===== config.mk =====
export PLATFORM = sky130hd
export DESIGN_NAME = muntjac_perf_counters
export DESIGN_NICKNAME = d
export VERILOG_FILES = /design/src/rtl/muntjac_perf_counters_pkg.sv /design/src/rtl/muntjac_perf_counter.sv /design/src/rtl/muntjac_perf_counters.sv
export SDC_FILE = /design/constraint.sdc
export NUM_CORES = 2
export LEC_CHECK = 0
export CORE_UTILIZATION = 35
export DETAILED_ROUTE_END_ITERATION = 10
export SETUP_SLACK_MARGIN = 0.05
export SLEW_MARGIN = 30
export SYNTH_ARGS = -nofsm -noshare
export SYNTH_HDL_FRONTEND = slang
export SYNTH_SLANG_ARGS = --single-unit

===== constraint.sdc =====
create_clock -name clk_i -period 2.1 [get_ports clk_i]
set_input_delay 0.42 -clock clk_i [delete_from_list [all_inputs] [get_ports clk_i]]
set_output_delay 0.42 -clock clk_i [all_outputs]
set_load 0.005 [all_outputs]

===== src/rtl/muntjac_perf_counters_pkg.sv =====
// Shared CSR encodings and constants for the machine performance counter block.
package muntjac_perf_counters_pkg;

    // CSR numbers owned by (or adjacent to) the performance counter block. The hpm ranges
    // are addressed as base + index; only the first entry of each range is named here.
    typedef enum logic [11:0] {
        CSR_MCOUNTINHIBIT = 12'h320,
        CSR_MHPMEVENT3    = 12'h323,
        CSR_MCYCLE        = 12'hB00,
        CSR_MINSTRET      = 12'hB02,
        CSR_MHPMCOUNTER3  = 12'hB03,
        CSR_CYCLE         = 12'hC00,
        CSR_TIME          = 12'hC01,
        CSR_INSTRET       = 12'hC02,
        CSR_HPMCOUNTER3   = 12'hC03
    } csr_num_e;

    typedef enum logic [1:0] {
        CSR_OP_READ  = 2'b00,
        CSR_OP_WRITE = 2'b01,
        CSR_OP_SET   = 2'b10,
        CSR_OP_CLEAR = 2'b11
    } csr_op_e;

    typedef enum logic [1:0] {
        PRIV_LVL_U = 2'b00,
        PRIV_LVL_S = 2'b01,
        PRIV_LVL_H = 2'b10,
        PRIV_LVL_M = 2'b11
    } priv_lvl_e;

    localparam int unsigned CSR_MCOUNTINHIBIT_CY_BIT = 0;
    localparam int unsigned CSR_MCOUNTINHIBIT_IR_BIT = 2;
    localparam int unsigned HPM_COUNTER_BASE         = 3;
    localparam int unsigned HPM_COUNTER_MAX          = 29;

    // Upper seven address bits of each 32-entry CSR page this block decodes.
    localparam logic [6:0] CSR_MCNT_PAGE = 7'h58;  // 0xB00..0xB1F
    localparam logic [6:0] CSR_UCNT_PAGE = 7'h60;  // 0xC00..0xC1F
    localparam logic [6:0] CSR_MCFG_PAGE = 7'h19;  // 0x320..0x33F

    // New CSR value for a read-modify-write op; READ returns the old value unchanged.
    function automatic logic [63:0] csr_write_value(csr_op_e op, logic [63:0] old_val,
                                                    logic [63:0] wdata);
        logic [63:0] result;
        unique case (op)
            CSR_OP_WRITE: result = wdata;
            CSR_OP_SET:   result = old_val | wdata;
            CSR_OP_CLEAR: result = old_val & ~wdata;
            default:      result = old_val;
        endcase
        return result;
    endfunction

endpackage


===== src/rtl/muntjac_perf_counter.sv =====
// One 64-bit wrapping event counter; a write in the same cycle replaces the increment.
module muntjac_perf_counter (
    input  logic        clk_i,
    input  logic        rst_ni,
    input  logic        inc_i,
    input  logic        inhibit_i,
    input  logic        wr_en_i,
    input  logic [63:0] wr_data_i,
    output logic [63:0] value_o
);

    logic [63:0] count_q;
    logic [63:0] count_d;

    // Next count: write has priority, otherwise count unless inhibited.
    always_comb begin
        count_d = count_q;
        if (wr_en_i) begin
            count_d = wr_data_i;
        end else if (inc_i && !inhibit_i) begin
            count_d = count_q + 64'd1;
        end
    end

    // Counter state.
    always_ff @(posedge clk_i or negedge rst_ni) begin
        if (!rst_ni) begin
            count_q <= '0;
        end else begin
            count_q <= count_d;
        end
    end

    assign value_o = count_q;

endmodule


===== src/rtl/muntjac_perf_counters.sv =====
// Machine performance counters: CSR decode, counter-enable checks, event selectors,
// mcountinhibit and the registered CSR response.
module muntjac_perf_counters
    import muntjac_perf_counters_pkg::*;
#(
    parameter int unsigned HpmCounterNum = 4,
    parameter int unsigned HpmEventNum   = 8
) (
    input  logic                   clk_i,
    input  logic                   rst_ni,
    input  logic                   csr_valid_i,
    input  logic [11:0]            csr_addr_i,
    input  logic [1:0]             csr_op_i,
    input  logic [63:0]            csr_wdata_i,
    input  logic [1:0]             priv_lvl_i,
    input  logic [31:0]            mcounteren_i,
    input  logic [31:0]            scounteren_i,
    input  logic                   instret_i,
    input  logic [HpmEventNum-1:0] hpm_event_i,
    output logic                   rsp_valid_o,
    output logic                   rsp_hit_o,
    output logic                   rsp_illegal_o,
    output logic [63:0]            rsp_rdata_o
);

    // Counter slots: 0 = mcycle, 1 = minstret, 2+k = mhpmcounter(3+k).
    localparam int unsigned NumCnt = 2 + HpmCounterNum;

    // Writable mcountinhibit bits: CY, IR and one per implemented hpm counter.
    localparam logic [31:0] InhibitMask =
        (32'd1 << CSR_MCOUNTINHIBIT_CY_BIT) |
        (32'd1 << CSR_MCOUNTINHIBIT_IR_BIT) |
        (((32'd1 << HpmCounterNum) - 32'd1) << HPM_COUNTER_BASE);

    csr_op_e   op;
    priv_lvl_e priv;
    logic [4:0]  idx;
    logic [31:0] idx_w;
    logic in_mcnt;
    logic in_ucnt;
    logic in_mcfg;
    logic hit;
    logic illegal;
    logic cen_ok;
    logic do_write;
    logic [63:0] rd_val;
    logic [63:0] wr_val;

    logic [63:0]        cnt_val [NumCnt];
    logic [NumCnt-1:0]  cnt_inc;
    logic [NumCnt-1:0]  cnt_inh;
    logic [NumCnt-1:0]  cnt_wr;

    logic [31:0]              inhibit_q;
    logic [HpmEventNum-1:0]   mhpmevent_q [HpmCounterNum];
    logic                     inhibit_wr;
    logic [HpmCounterNum-1:0] event_wr;

    logic        rsp_valid_q;
    logic        rsp_hit_q;
    logic        rsp_illegal_q;
    logic [63:0] rsp_rdata_q;

    assign op    = csr_op_e'(csr_op_i);
    assign priv  = priv_lvl_e'(priv_lvl_i);
    assign idx   = csr_addr_i[4:0];
    assign idx_w = {27'd0, idx};

    // Address decode, privilege / counter-enable check and illegal flag.
    always_comb begin
        in_mcnt = (csr_addr_i[11:5] == CSR_MCNT_PAGE);
        in_ucnt = (csr_addr_i[11:5] == CSR_UCNT_PAGE);
        in_mcfg = (csr_addr_i[11:5] == CSR_MCFG_PAGE);

        // Index 1 of the counter pages is time / an unused slot and belongs elsewhere;
        // indices 1 and 2 of the config page are not counter CSRs.
        hit = 1'b0;
        if (in_mcnt || in_ucnt) begin
            hit = (idx != 5'd1);
        end else if (in_mcfg) begin
            hit = (idx == 5'd0) || (idx_w >= HPM_COUNTER_BASE);
        end

        case (priv)
            PRIV_LVL_M: cen_ok = 1'b1;
            PRIV_LVL_U: cen_ok = mcounteren_i[idx] & scounteren_i[idx];
            default:    cen_ok = mcounteren_i[idx];
        endcase

        illegal = hit & ((((in_mcnt | in_mcfg) & (priv != PRIV_LVL_M))) |
                         (in_ucnt & ((op != CSR_OP_READ) | ~cen_ok)));

        do_write = csr_valid_i & hit & ~illegal & (op != CSR_OP_READ);
    end

    // Old CSR value; unimplemented hpm slots read as zero.
    always_comb begin
        rd_val = '0;
        if (in_mcnt || in_ucnt) begin
            if (idx == 5'd0) rd_val = cnt_val[0];
            if (idx == 5'd2) rd_val = cnt_val[1];
            for (int unsigned k = 0; k < HpmCounterNum; k++) begin
                if (idx_w == k + HPM_COUNTER_BASE) rd_val = cnt_val[k+2];
            end
        end else if (in_mcfg) begin
            if (idx == 5'd0) rd_val = {32'd0, inhibit_q};
            for (int unsigned k = 0; k < HpmCounterNum; k++) begin
                if (idx_w == k + HPM_COUNTER_BASE) rd_val = 64'(mhpmevent_q[k]);
            end
        end
    end

    assign wr_val = csr_write_value(op, rd_val, csr_wdata_i);

    // Per-counter write strobes, increment requests and inhibit bits.
    always_comb begin
        cnt_wr     = '0;
        event_wr   = '0;
        inhibit_wr = 1'b0;

        // User mirrors never reach here: any write to them is illegal.
        if (do_write && in_mcnt) begin
            if (idx == 5'd0) cnt_wr[0] = 1'b1;
            if (idx == 5'd2) cnt_wr[1] = 1'b1;
            for (int unsigned k = 0; k < HpmCounterNum; k++) begin
                if (idx_w == k + HPM_COUNTER_BASE) cnt_wr[k+2] = 1'b1;
            end
        end
        if (do_write && in_mcfg) begin
            if (idx == 5'd0) inhibit_wr = 1'b1;
            for (int unsigned k = 0; k < HpmCounterNum; k++) begin
                if (idx_w == k + HPM_COUNTER_BASE) event_wr[k] = 1'b1;
            end
        end

        cnt_inc[0] = 1'b1;
        cnt_inh[0] = inhibit_q[CSR_MCOUNTINHIBIT_CY_BIT];
        cnt_inc[1] = instret_i;
        cnt_inh[1] = inhibit_q[CSR_MCOUNTINHIBIT_IR_BIT];
        for (int unsigned k = 0; k < HpmCounterNum; k++) begin
            cnt_inc[k+2] = |(hpm_event_i & mhpmevent_q[k]);
            cnt_inh[k+2] = inhibit_q[k+HPM_COUNTER_BASE];
        end
    end

    for (genvar g = 0; g < NumCnt; g++) begin : g_cnt
        muntjac_perf_counter u_cnt (
            .clk_i     (clk_i),
            .rst_ni    (rst_ni),
            .inc_i     (cnt_inc[g]),
            .inhibit_i (cnt_inh[g]),
            .wr_en_i   (cnt_wr[g]),
            .wr_data_i (wr_val),
            .value_o   (cnt_val[g])
        );
    end

    // mcountinhibit and mhpmevent selector registers.
    always_ff @(posedge clk_i or negedge rst_ni) begin
        if (!rst_ni) begin
            inhibit_q <= '0;
            for (int unsigned k = 0; k < HpmCounterNum; k++) begin
                mhpmevent_q[k] <= '0;
            end
        end else begin
            if (inhibit_wr) inhibit_q <= wr_val[31:0] & InhibitMask;
            for (int unsigned k = 0; k < HpmCounterNum; k++) begin
                if (event_wr[k]) mhpmevent_q[k] <= wr_val[HpmEventNum-1:0];
            end
        end
    end

    // Registered response; data is zeroed for misses and illegal accesses.
    always_ff @(posedge clk_i or negedge rst_ni) begin
        if (!rst_ni) begin
            rsp_valid_q   <= 1'b0;
            rsp_hit_q     <= 1'b0;
            rsp_illegal_q <= 1'b0;
            rsp_rdata_q   <= '0;
        end else begin
            rsp_valid_q   <= csr_valid_i;
            rsp_hit_q     <= csr_valid_i & hit;
            rsp_illegal_q <= csr_valid_i & illegal;
            rsp_rdata_q   <= (csr_valid_i & hit & ~illegal) ? rd_val : '0;
        end
    end

    assign rsp_valid_o   = rsp_valid_q;
    assign rsp_hit_o     = rsp_hit_q;
    assign rsp_illegal_o = rsp_illegal_q;
    assign rsp_rdata_o   = rsp_rdata_q;

endmodule

==> summary.txt <==
POWER AND IR DROP
-------------------------------------------------------------------------------------------
Worst supply voltage drop on vdd .............................................     641.4 µV
Total Power ..................................................................     22.61 mW
Fraction of power consumed by combinational cells ............................        11.9%
Reported net switching power .................................................     6.074 mW
Sequential share of power ....................................................        42.3%
Clock group share of total power .............................................        45.8%
Switching Fraction ...........................................................       26.86%
Internal cell power ..........................................................     16.54 mW
Pleak ........................................................................     21.27 nW
Power density cells .......................................................... 470.6 mW/mm²

LAYOUT
-------------------------------------------------------------------------------------------
Proportion of layout cells with a drive suffix above 1 .......................       36.33%
Fillers ......................................................................        7,459
Synthesis-to-finish area growth ..............................................       58.80%
Number of nets in the final layout ...........................................        4,749
Post-layout instance count excluding filler cells ............................        5,775

SYNTH
-------------------------------------------------------------------------------------------
Proportion of synthesized chip area in sequential cells ......................       40.44%
Post-synthesis net count .....................................................        3,720
Fraction of synthesized cell area in xor and xnor cells ......................       12.62%
Synth area leaders ........................................................... dfrtp_1 (40%), xnor2_1 (7.8%), nand2_1 (6.1%), xor2_1 (4.8%), nor2_1 (4.1%)
Dominant register cell in the synthesized netlist ............................      dfrtp_1
Cell area after synthesis ....................................................  0.03026 mm²
Number of synthesized flops with an enable pin ...............................            0
Share of synthesized area spent on multiplexers ..............................       2.386%
Avg Inst Size Synth ..........................................................    8.509 µm²
Synthesized-area fraction occupied by ao, oa, aoi and oai cells ..............       16.21%
Flops & latches, synth .......................................................          489
Commonest cells in the netlist ............................................... dfrtp_1 (489), nand2_1 (488), nor2_1 (334), xnor2_1 (270), a21oi_1 (232)
Number of distinct library cells after synthesis .............................           90
Top-area cell type share of the netlist area .................................       40.44%
Simple-gate area share of the yosys netlist ..................................       23.89%
Area share of fa/ha/maj cells after synthesis ................................      0.3308%
Combinational family with the most area after synthesis ...................... simple AND/OR/NAND/NOR gates
Gate Count Post-Synth ........................................................        3,556
Fraction of synthesis flops using an asynchronous set or reset pin ...........       100.0%
Most area-hungry cell type in the Yosys netlist ..............................      dfrtp_1
Yosys warns ..................................................................            0
Leading cell type by number of instances after synthesis .....................      dfrtp_1

TIMING
-------------------------------------------------------------------------------------------
Worst-margin pin slew ........................................................     728.3 ps
Clock skew after layout ......................................................     32.56 ps
Final setup fails ............................................................          138
Final critical path time including I/O delays and setup ......................      2512 ps
Hold_ws ......................................................................     202.8 ps
Final worst-path cycle share .................................................       119.6%
Final-report max-slew violation count ........................................            0
Final Worst Setup Slack ......................................................    -411.7 ps
Unrepaired setup endpoints after global routing ..............................          yes
Fmax .........................................................................   0.3981 GHz
Final hold viol count ........................................................            0
Worst max-slew margin expressed relative to the limit ........................       51.31%

DETAILED ROUTING
-------------------------------------------------------------------------------------------
Total wirelength of the detailed-routed design ...............................   143,100 µm
Count of TritonRoute iterations in the first routing pass ....................            9
Total number of vias .........................................................       33,330
Number of nets with antenna violations after detailed routing ................            0
Vias per cell ................................................................        5.772
Number of design-rule violations left by the first detailed-router iteration .        3,484
Remaining DRCs ...............................................................            0
Average wire per standard cell ...............................................     24.79 µm

JOB
-------------------------------------------------------------------------------------------
Count of max-cap constraint violations .......................................            0

FLOORPLAN
-------------------------------------------------------------------------------------------
Number of I/O pins ...........................................................          223
Horizontal extent of the die .................................................     296.0 µm
Placeable core region ........................................................  0.08541 mm²
Std-Cell Rows ................................................................          107
Starting utilization of the core area ........................................       35.42%
DIE AREA .....................................................................  0.08763 mm²
Vertical die dimension .......................................................     296.0 µm

PLACED DESIGN
-------------------------------------------------------------------------------------------
Cell count after placement ...................................................        5,497
# port buffers ...............................................................          222
Estimated wirelength of the detail-placed design .............................    97,100 µm
Worst slack after detailed placement .........................................     -1097 ps
Routability congestion estimate from global placement ........................       0.9777

RUN STATUS
-------------------------------------------------------------------------------------------
Violated checks .............................................................. negative setup slack
Result of the run ............................................................ complete, but fails checks

CLOCK TREE
-------------------------------------------------------------------------------------------
Number of buffers added by the clock tree synthesis step .....................           58
Root Driver ..................................................................    clkbuf_16
Register clock-pin slew on the reported worst setup and hold paths ...........        60 ps
CTS tree .....................................................................        built
Number of sinks on the clock net .............................................          489
H-Tree Depth .................................................................            2
Max Buffers Root-to-Sink .....................................................            3
Insertion delay to the later sink of the worst-skew pair .....................       660 ps

SETUP PATH
-------------------------------------------------------------------------------------------
Element type at the critical path start ......................................    flip-flop
Highest fanout seen on the critical path .....................................            8
Category of the critical setup timing path ................................... flip-flop to flip-flop
Kind of capture point of the worst setup path ................................    flip-flop
Worst path required time .....................................................      2640 ps
Arrival time at the worst endpoint ...........................................      3050 ps

GLOBAL ROUTING
-------------------------------------------------------------------------------------------
Overall global routing resource usage ........................................       30.81%
Number of global-route vias before repair ....................................       32,040
Pin count of the biggest net entering global routing .........................          102
Wire length of the first global-routing pass .................................   203,000 µm
Initial antenna violation count ..............................................            1
Final global-route overflow total ............................................            0

WORST HOLD PATH
-------------------------------------------------------------------------------------------
Class of the worst hold path ................................................. input port to asynchronous set/reset pin

sequential cells by signal (all words and copies together) (netlist names):
| signal | flops |
|---|---|
| rsp_valid_o | 1 |
| rsp_rdata_o | 64 |
| rsp_hit_o | 1 |
| rsp_illegal_o | 1 |
| inhibit_q | 6 |
| g_cnt.u_cnt.value_o | 384 |
| mhpmevent_q | 32 |
power groups by stage:
stage	sequential [mW]	clock, mW	combinational, mW
2_1_floorplan	9.75	0	1.05
3_3_place_gp	9.73	0	2.48
3_5_place_dp	9.73	0	2.50
4_1_cts	9.56	10.5	2.55
5_1_grt	9.57	10.8	2.83
6_report	9.57	10.4	2.68
final timing paths:
kind,slack (ps),startpoint,endpoint,cells after the start
worst max-delay path,-410,g_cnt[1].u_cnt.value_o[21],g_cnt[1].u_cnt.value_o[57],8
min in group clk_i,290,csr_addr_i[7],rsp_illegal_o,6
worst min register to register,530,mhpmevent_q[3],mhpmevent_q[3],2
worst min-delay path,200,rst_ni,g_cnt[2].u_cnt.value_o[50],2
worst max register to register,-410,g_cnt[1].u_cnt.value_o[21],g_cnt[1].u_cnt.value_o[57],8
max in group asynchronous,1000,rst_ni,rsp_rdata_o[30],3
what timing repair did:
| item | 4_1_cts | 5_1_grt |
|---|---|---|
| endpoints found under the hold margin | 111 | 0 |
| pin swaps | 146 | 326 |
| gates resized for setup | 369 | 473 |
| hold buffers | 1 | 0 |
| setup buffers | 73 | 89 |
| endpoints found under the setup margin | 486 | 467 |
| gates cloned | 19 | 16 |
cell usage in the layout (no fill, tap or decap), types with 14 or more instances in the layout:
master           instances
and3_1                 103
a22oi_1                110
nor2_2                  19
buf_8                   19
inv_1                   45
buf_16                  15
buf_6                  111
and4_1                  19
clkbuf_16               70
nor2_4                  42
xor2_1                 162
buf_12                 112
clkdlybuf4s50_1        182
nor3_4                  35
nand3_4                 25
a21oi_2                 80
buf_4                  711
mux2i_1                 53
nand2_4                 18
nand2_1                443
nand3_2                 42
nand3_1                105
nand4_1                 94
and3_4                  20
nand2_2                 27
xnor2_2                 31
nor3_1                  23
nor3_2                  36
o21ai_0                 82
nor2_1                 278
o21ai_1                180
a22oi_2                 35
dfrtp_1                489
nor4_4                  19
dlymetal6s2s_1          19
clkbuf_1                14
xnor2_1                239
a21oi_1                152
per-layer routing:
metal | vias to the layer above | share of wire (%) | global-route usage (%) | wire length [µm]
li1 | 14670 | - | - | -
met1 | 16440 | 39 | 40.38 | 55540
met2 | 1787 | 46 | 50.26 | 65950
met3 | 436 | 9.4 | 4.976 | 13390
met4 | 0 | 5.8 | 13.02 | 8262
met5 | - | 0 | 0 | 0
cell families after synthesis:
| group | after synthesis |
|---|---|
| xor gates and xnor gates | 436 |
| adders and majority gates | 8 |
| AOI/OAI and AO/OA | 795 |
| DFF | 489 |
| and+or+nand+nor | 1487 |
| buffers and inverters | 278 |
| muxes | 63 |
area by class of cell:
class	instances	area [µm²]	area share [%]
Sequential cell	489	12240	25.47
Clock inverter	22	224.0	0.4661
Clock buffer	83	1667	3.469
Tap cell	1144	1431	2.979
Timing Repair Buffer	1199	12150	25.28
Antenna cell	1	2.502	0.005208
Multi-Input combinational cell	2789	20160	41.96
Inverter	48	180.2	0.3750
through the flow:
step           util (%)  setup TNS, ps  cell area, µm²
2_1_floorplan         -         -52850           31680
3_3_place_gp      47.70        -429960           40750
3_5_place_dp      47.70        -437470           40750
4_1_cts           52.91         -15180           45190
5_1_grt           56.25         -30660           48050
6_report          56.25         -18670           48050
worst max-delay path, stage by stage (launching register included):
cell	delay (ps)
dfrtp_1	360
nand3_2	150
or4_4	570
or4_4	530
nor3_4	210
buf_12	190
nand4_1	140
xor2_1	180
o21ai_1	70
No activity file was read; power rests on OpenSTA's default activity.
